File: config.mk
export PLATFORM = sky130hd
export DESIGN_NAME = pit_dncnt_flat
export DESIGN_NICKNAME = d
export VERILOG_FILES = /design/src/rtl/pit_dncnt_if.sv /design/src/rtl/pit_dncnt.sv /design/src/flat_wrapper.sv
export SDC_FILE = /design/constraint.sdc
export NUM_CORES = 1
export LEC_CHECK = 0
export CAP_MARGIN = 30
export CORE_ASPECT_RATIO = 0.75
export CORE_UTILIZATION = 54
export CTS_BUF_LIST = sky130_fd_sc_hd__clkbuf_8
export CTS_CLUSTER_SIZE = 25
export DETAILED_ROUTE_END_ITERATION = 6
export GPL_ROUTABILITY_DRIVEN = 0
export PLACE_DENSITY = 0.81
export SLEW_MARGIN = 40
export SYNTH_ARGS = -nofsm -noshare
export SYNTH_HDL_FRONTEND = slang
export SYNTH_SLANG_ARGS = --single-unit
export TNS_END_PERCENT = 100
File: constraint.sdc
create_clock -name clk -period 3.2 [get_ports clk]
set_input_delay 0.32 -clock clk [delete_from_list [all_inputs] [get_ports clk]]
set_output_delay 0.32 -clock clk [all_outputs]
set_load 0.1 [all_outputs]
File: src/rtl/pit_dncnt_if.sv
// pit_dncnt_if: CPU-side register bus of the pit_dncnt interval timer
//   pre_d/pre_ld : prescaler reload value and write strobe
//   div_d/div_ld : divider reload value and write strobe
//   pre_q/div_q  : live prescaler and divider counts
//   pre_bo       : prescaler borrow-out
//   tint         : one-cycle timer interrupt pulse
//   active       : timer running (prescaler reload non-zero)
interface pit_dncnt_if #(parameter int WIDTH = 16);
  logic [WIDTH-1:0] pre_d, div_d, pre_q, div_q;
  logic pre_ld, div_ld, pre_bo, tint, active;
  modport master(output pre_d, pre_ld, div_d, div_ld, input pre_q, div_q, pre_bo, tint, active);
  modport slave(input pre_d, pre_ld, div_d, div_ld, output pre_q, div_q, pre_bo, tint, active);
endinterface

File: src/rtl/pit_dncnt.sv
// pit_dncnt: interval timer from a reloading prescaler cascaded into a reloading divider
//   clk  : system clock, rising edge
//   resl : asynchronous active-low reset
//   bus  : pit_dncnt_if slave (reload writes, live counts, borrow, interrupt, active)
module pit_dncnt #(parameter int WIDTH = 16) (
  input logic clk,
  input logic resl,
  pit_dncnt_if.slave bus
);
  logic [WIDTH-1:0] pre_rl, div_rl, pre_q, div_q;
  logic active, pre_bo, div_step, tint;
  assign active = |pre_rl;
  assign pre_bo = active & ~|pre_q & ~bus.pre_ld;
  // a divider load takes priority over a step and swallows that cycle's interrupt
  assign div_step = pre_bo & ~bus.div_ld;
  always_ff @(posedge clk or negedge resl)
    if (!resl) begin
      pre_rl <= '0;
      div_rl <= '0;
      pre_q <= '0;
      div_q <= '0;
      tint <= 1'b0;
    end else begin
      if (bus.pre_ld) begin
        pre_rl <= bus.pre_d;
        pre_q <= bus.pre_d;
      end else if (active) pre_q <= |pre_q ? pre_q - WIDTH'(1) : pre_rl;
      if (bus.div_ld) begin
        div_rl <= bus.div_d;
        div_q <= bus.div_d;
      end else if (div_step) div_q <= |div_q ? div_q - WIDTH'(1) : div_rl;
      tint <= div_step & ~|div_q;
    end
  assign bus.pre_q = pre_q;
  assign bus.div_q = div_q;
  assign bus.pre_bo = pre_bo;
  assign bus.tint = tint;
  assign bus.active = active;
endmodule

File: src/flat_wrapper.sv
// flat-port wrapper written by rule: the top's interface ports become plain ports
module pit_dncnt_flat 
#(parameter int WIDTH = 16)
  (clk, resl, bus_pre_d, bus_pre_ld, bus_div_d, bus_div_ld, bus_pre_q, bus_div_q, bus_pre_bo, bus_tint, bus_active);
  pit_dncnt_if #(.WIDTH(WIDTH)) bus_i ();
  input logic clk;
  input logic resl;
  input wire logic [$bits(bus_i.pre_d)-1:0] bus_pre_d;
  input wire logic [$bits(bus_i.pre_ld)-1:0] bus_pre_ld;
  input wire logic [$bits(bus_i.div_d)-1:0] bus_div_d;
  input wire logic [$bits(bus_i.div_ld)-1:0] bus_div_ld;
  output wire logic [$bits(bus_i.pre_q)-1:0] bus_pre_q;
  output wire logic [$bits(bus_i.div_q)-1:0] bus_div_q;
  output wire logic [$bits(bus_i.pre_bo)-1:0] bus_pre_bo;
  output wire logic [$bits(bus_i.tint)-1:0] bus_tint;
  output wire logic [$bits(bus_i.active)-1:0] bus_active;
  assign bus_i.pre_d = bus_pre_d;
  assign bus_i.pre_ld = bus_pre_ld;
  assign bus_i.div_d = bus_div_d;
  assign bus_i.div_ld = bus_div_ld;
  assign bus_pre_q = bus_i.pre_q;
  assign bus_div_q = bus_i.div_q;
  assign bus_pre_bo = bus_i.pre_bo;
  assign bus_tint = bus_i.tint;
  assign bus_active = bus_i.active;
  pit_dncnt #(.WIDTH(WIDTH)) u_core (.clk(clk), .resl(resl), .bus(bus_i));
endmodule
==> impl_metrics.yaml <==
outcome:
  outcome: "finished with violations"
  violations: "design-rule violations"
clock_tree:
  hold_buffers: 1
  clock_sinks: 65
  root_buffer: "clkbuf_8"
  cts_resized: 0
  numCtsBuffers: 9
  cts_tree: "built"
  clkTransAtPathRegs_ns: 0.08
  h-tree-depth: 3
  clockBufferDepth: 2
  clk_latency_ns: 0.36
  cts_setup_buffers: 0
drt:
  routed_wl_mm: 10.3
  vias_per_cell: 6.37
  drt_iter0_drc: 360
  routedWlPerCell_um: 18.6
  vias: 3525
  ant_nets: 0
  drc: 6
  dr.pass1.iters: 7
power_and_ir_drop:
  power.density_nw_per_um2: 514
  p_int_w: 0.00144
  switching_share_pct: 38.1
  power_frac_comb_pct: 28.1
  p_sw_w: 0.000891
  irDropWorstVdd_v: 0.000324
  p_clk_share_pct: 29.3
  p_seq_share_pct: 42.6
  p_leak_nw: 1.99
  p_total_w: 0.00234
finish:
  n_antenna_cell: 0
  drive_above_1_share_pct: 19.3
  stdcell_count: 553
  area_delta_synth_final_pct: 21.8
  final_nets: 509
  layout_commonest_cell: "dfrtp_1"
  most-common-layout-cells: "dfrtp_1 (65), nand2_1 (47), o21ai_0 (37)"
floorplanning:
  num_rows: 25
  start_util_pct: 57.6
  dieArea_um2: 7240
  die_y_um: 74.0
  core_area_um2: 6470
  num_io_pins: 71
  die_w_um: 98.0
synth:
  syn_inst: 400
  synthAdderAreaFrac_pct: 1.34
  synthFlopType: "dfrtp_1"
  yosysUniqueCellTypes: 71
  synth_seq_cells: 65
  synth_nets: 440
  avgSynthCellArea_um2: 9.32
  synth_seq_area_share_pct: 43.6
  synthSimpleGateAreaFrac_pct: 20.0
  synth-compound-area-share_pct: 23.2
  synth_mux_area_share_pct: 4.36
  synth-edff-count: 0
  synth_top_family_by_area: "compound AO/OA/AOI/OAI gates"
  synth_area_um2: 3730
  synth_xor_area_share_pct: 1.41
  yosysWarnings: 0
  async_flop_share_pct: 100
worst_setup_path:
  cp_max_fo: 17
  crit_arrival_ns: 2.51
  setup.worst_path.end_class: "primary output"
  critPathLaunchType: "register"
  worstSetupPathType: "register to primary output"
  worstPathRequired_ns: 2.88
  r2r_cells: 6
timing:
  max_freq_mhz: 353
  slew_headroom_pct: 53.1
  setup_tns_ns: 0
  rsz0062_at_grt: "no"
  skew_ns: 0.0117
  worst_pin_slew_ns: 0.703
  fin_crit_ns: 2.83
  setup_violations: 0
  hold_viol_final: 0
  finalHoldWorstSlack_ns: 0.484
  maxSlewViolCount: 0
  period_share_pct: 88.4
placed_design:
  hpwl_mm: 7.20
  port_buffers: 70
  dp.cells: 538
global_route:
  grt_max_degree: 43
  grt_use_total_pct: 30.0
  grt_pass1_wl_mm: 16.7
  grt-ovfl-total: 0
  antenna_found_initial: 0
  grt_pass1_vias: 3123
flow_run:
  maxCapViolations: 0
worst_hold_path:
  min_path_type: "input pin to asynchronous set/reset pin"
## worst paths after layout
path	start	to	slack, ns
worst max-delay path	u_core.pre_rl[14]	bus_pre_bo	0.37
worst min-delay path	resl	u_core.bus.div_q[5]	0.48
worst max register to register	u_core.pre_rl[14]	u_core.bus.pre_q[2]	0.68
worst min register to register	u_core.div_rl[5]	u_core.div_rl[5]	0.49
max in group asynchronous	resl	u_core.bus.div_q[9]	2.07
min in group clk	u_core.div_rl[5]	u_core.div_rl[5]	0.49
## through the flow
| step | utilization, % | worst slack, ns | instance area [µm²] |
|---|---|---|---|
| 3_3_place_gp | 69.3 | 0.801 | 4490 |
| 4_1_cts | 70.1 | 0.421 | 4540 |
| 2_1_floorplan | - | 0.350 | 3730 |
| 3_5_place_dp | 67.2 | 0.762 | 4350 |
| 5_1_grt | 70.1 | 0.284 | 4540 |
| 6_report | 70.1 | 0.370 | 4540 |
## flip-flops by register name, indices dropped and copies added (netlist names)
register and count:
u_core.pre_rl 16, u_core.bus.pre_q 16, u_core.bus.tint 1, u_core.div_rl 16
u_core.bus.div_q 16
## layer usage
layer,part of all wire (%),up-vias,track usage (%),wire length (µm)
met3,9.5,11,8.18,982
li1,-,1641,-,-
met2,41,181,40.9,4270
met1,48,1692,46.6,4940
met4,1.0,0,7.58,107
met5,0,-,0,0
## cell families after synthesis
| kind of cell | Yosys count |
|---|---|
| buf+inv | 53 |
| compound gates | 120 |
| xor+xnor | 6 |
| flops | 65 |
| simple gates | 137 |
| mux | 15 |
| fa+ha+maj | 4 |
## power by group through the flow
stage	logic [W]	registers (W)	clock network, W
after floorplan	0.000203	0.00126	0
after global placement	0.000674	0.00100	0
after CTS	0.000654	0.000992	0.000694
after global routing	0.000693	0.00101	0.000729
after detailed placement	0.000651	0.00101	0
final	0.000655	0.000996	0.000684
## final cells by class
class	count	area, µm²
Inverter	29	110
Fill cell	490	1930
Timing Repair Buffer	82	646
Sequential cell	65	1630
Clock inverter	4	45.0
Clock buffer	10	138
Multi-Input combinational cell	282	1880
Tap cell	81	101
## cells in the mapped netlist, drive strengths merged, types with 4 or more instances
| cell | number | area (µm²) |
|---|---|---|
| nor2 | 17 | 80.1 |
| nor4 | 14 | 103 |
| a21oi | 8 | 40.0 |
| a311o | 4 | 41.3 |
| a31oi | 6 | 37.5 |
| ha | 4 | 50.1 |
| clkbuf | 17 | 63.8 |
| a2bb2oi | 4 | 35.0 |
| o311ai | 5 | 43.8 |
| buf | 7 | 52.5 |
| nand2 | 48 | 183 |
| a211oi | 5 | 37.5 |
| o31ai | 6 | 45.0 |
| or4 | 4 | 37.5 |
| nor3 | 15 | 75.1 |
| nand4 | 4 | 31.3 |
| and2 | 5 | 31.3 |
| a21o | 4 | 30.0 |
| nand3 | 14 | 82.6 |
| dfrtp | 65 | 1630 |
| mux2i | 5 | 50.1 |
| o21ai | 41 | 209 |
| mux2 | 10 | 113 |
| inv | 28 | 105 |
| xnor2 | 6 | 52.6 |
## worst max-delay path, cell delays in order, from the launching register on
cell	delay, ns
dfrtp_1	0.41
nor4_1	0.58
a41oi_1	0.31
nand3_4	0.28
clkinv_2	0.31
buf_12	0.27
No activity file was read; power rests on OpenSTA's default activity.
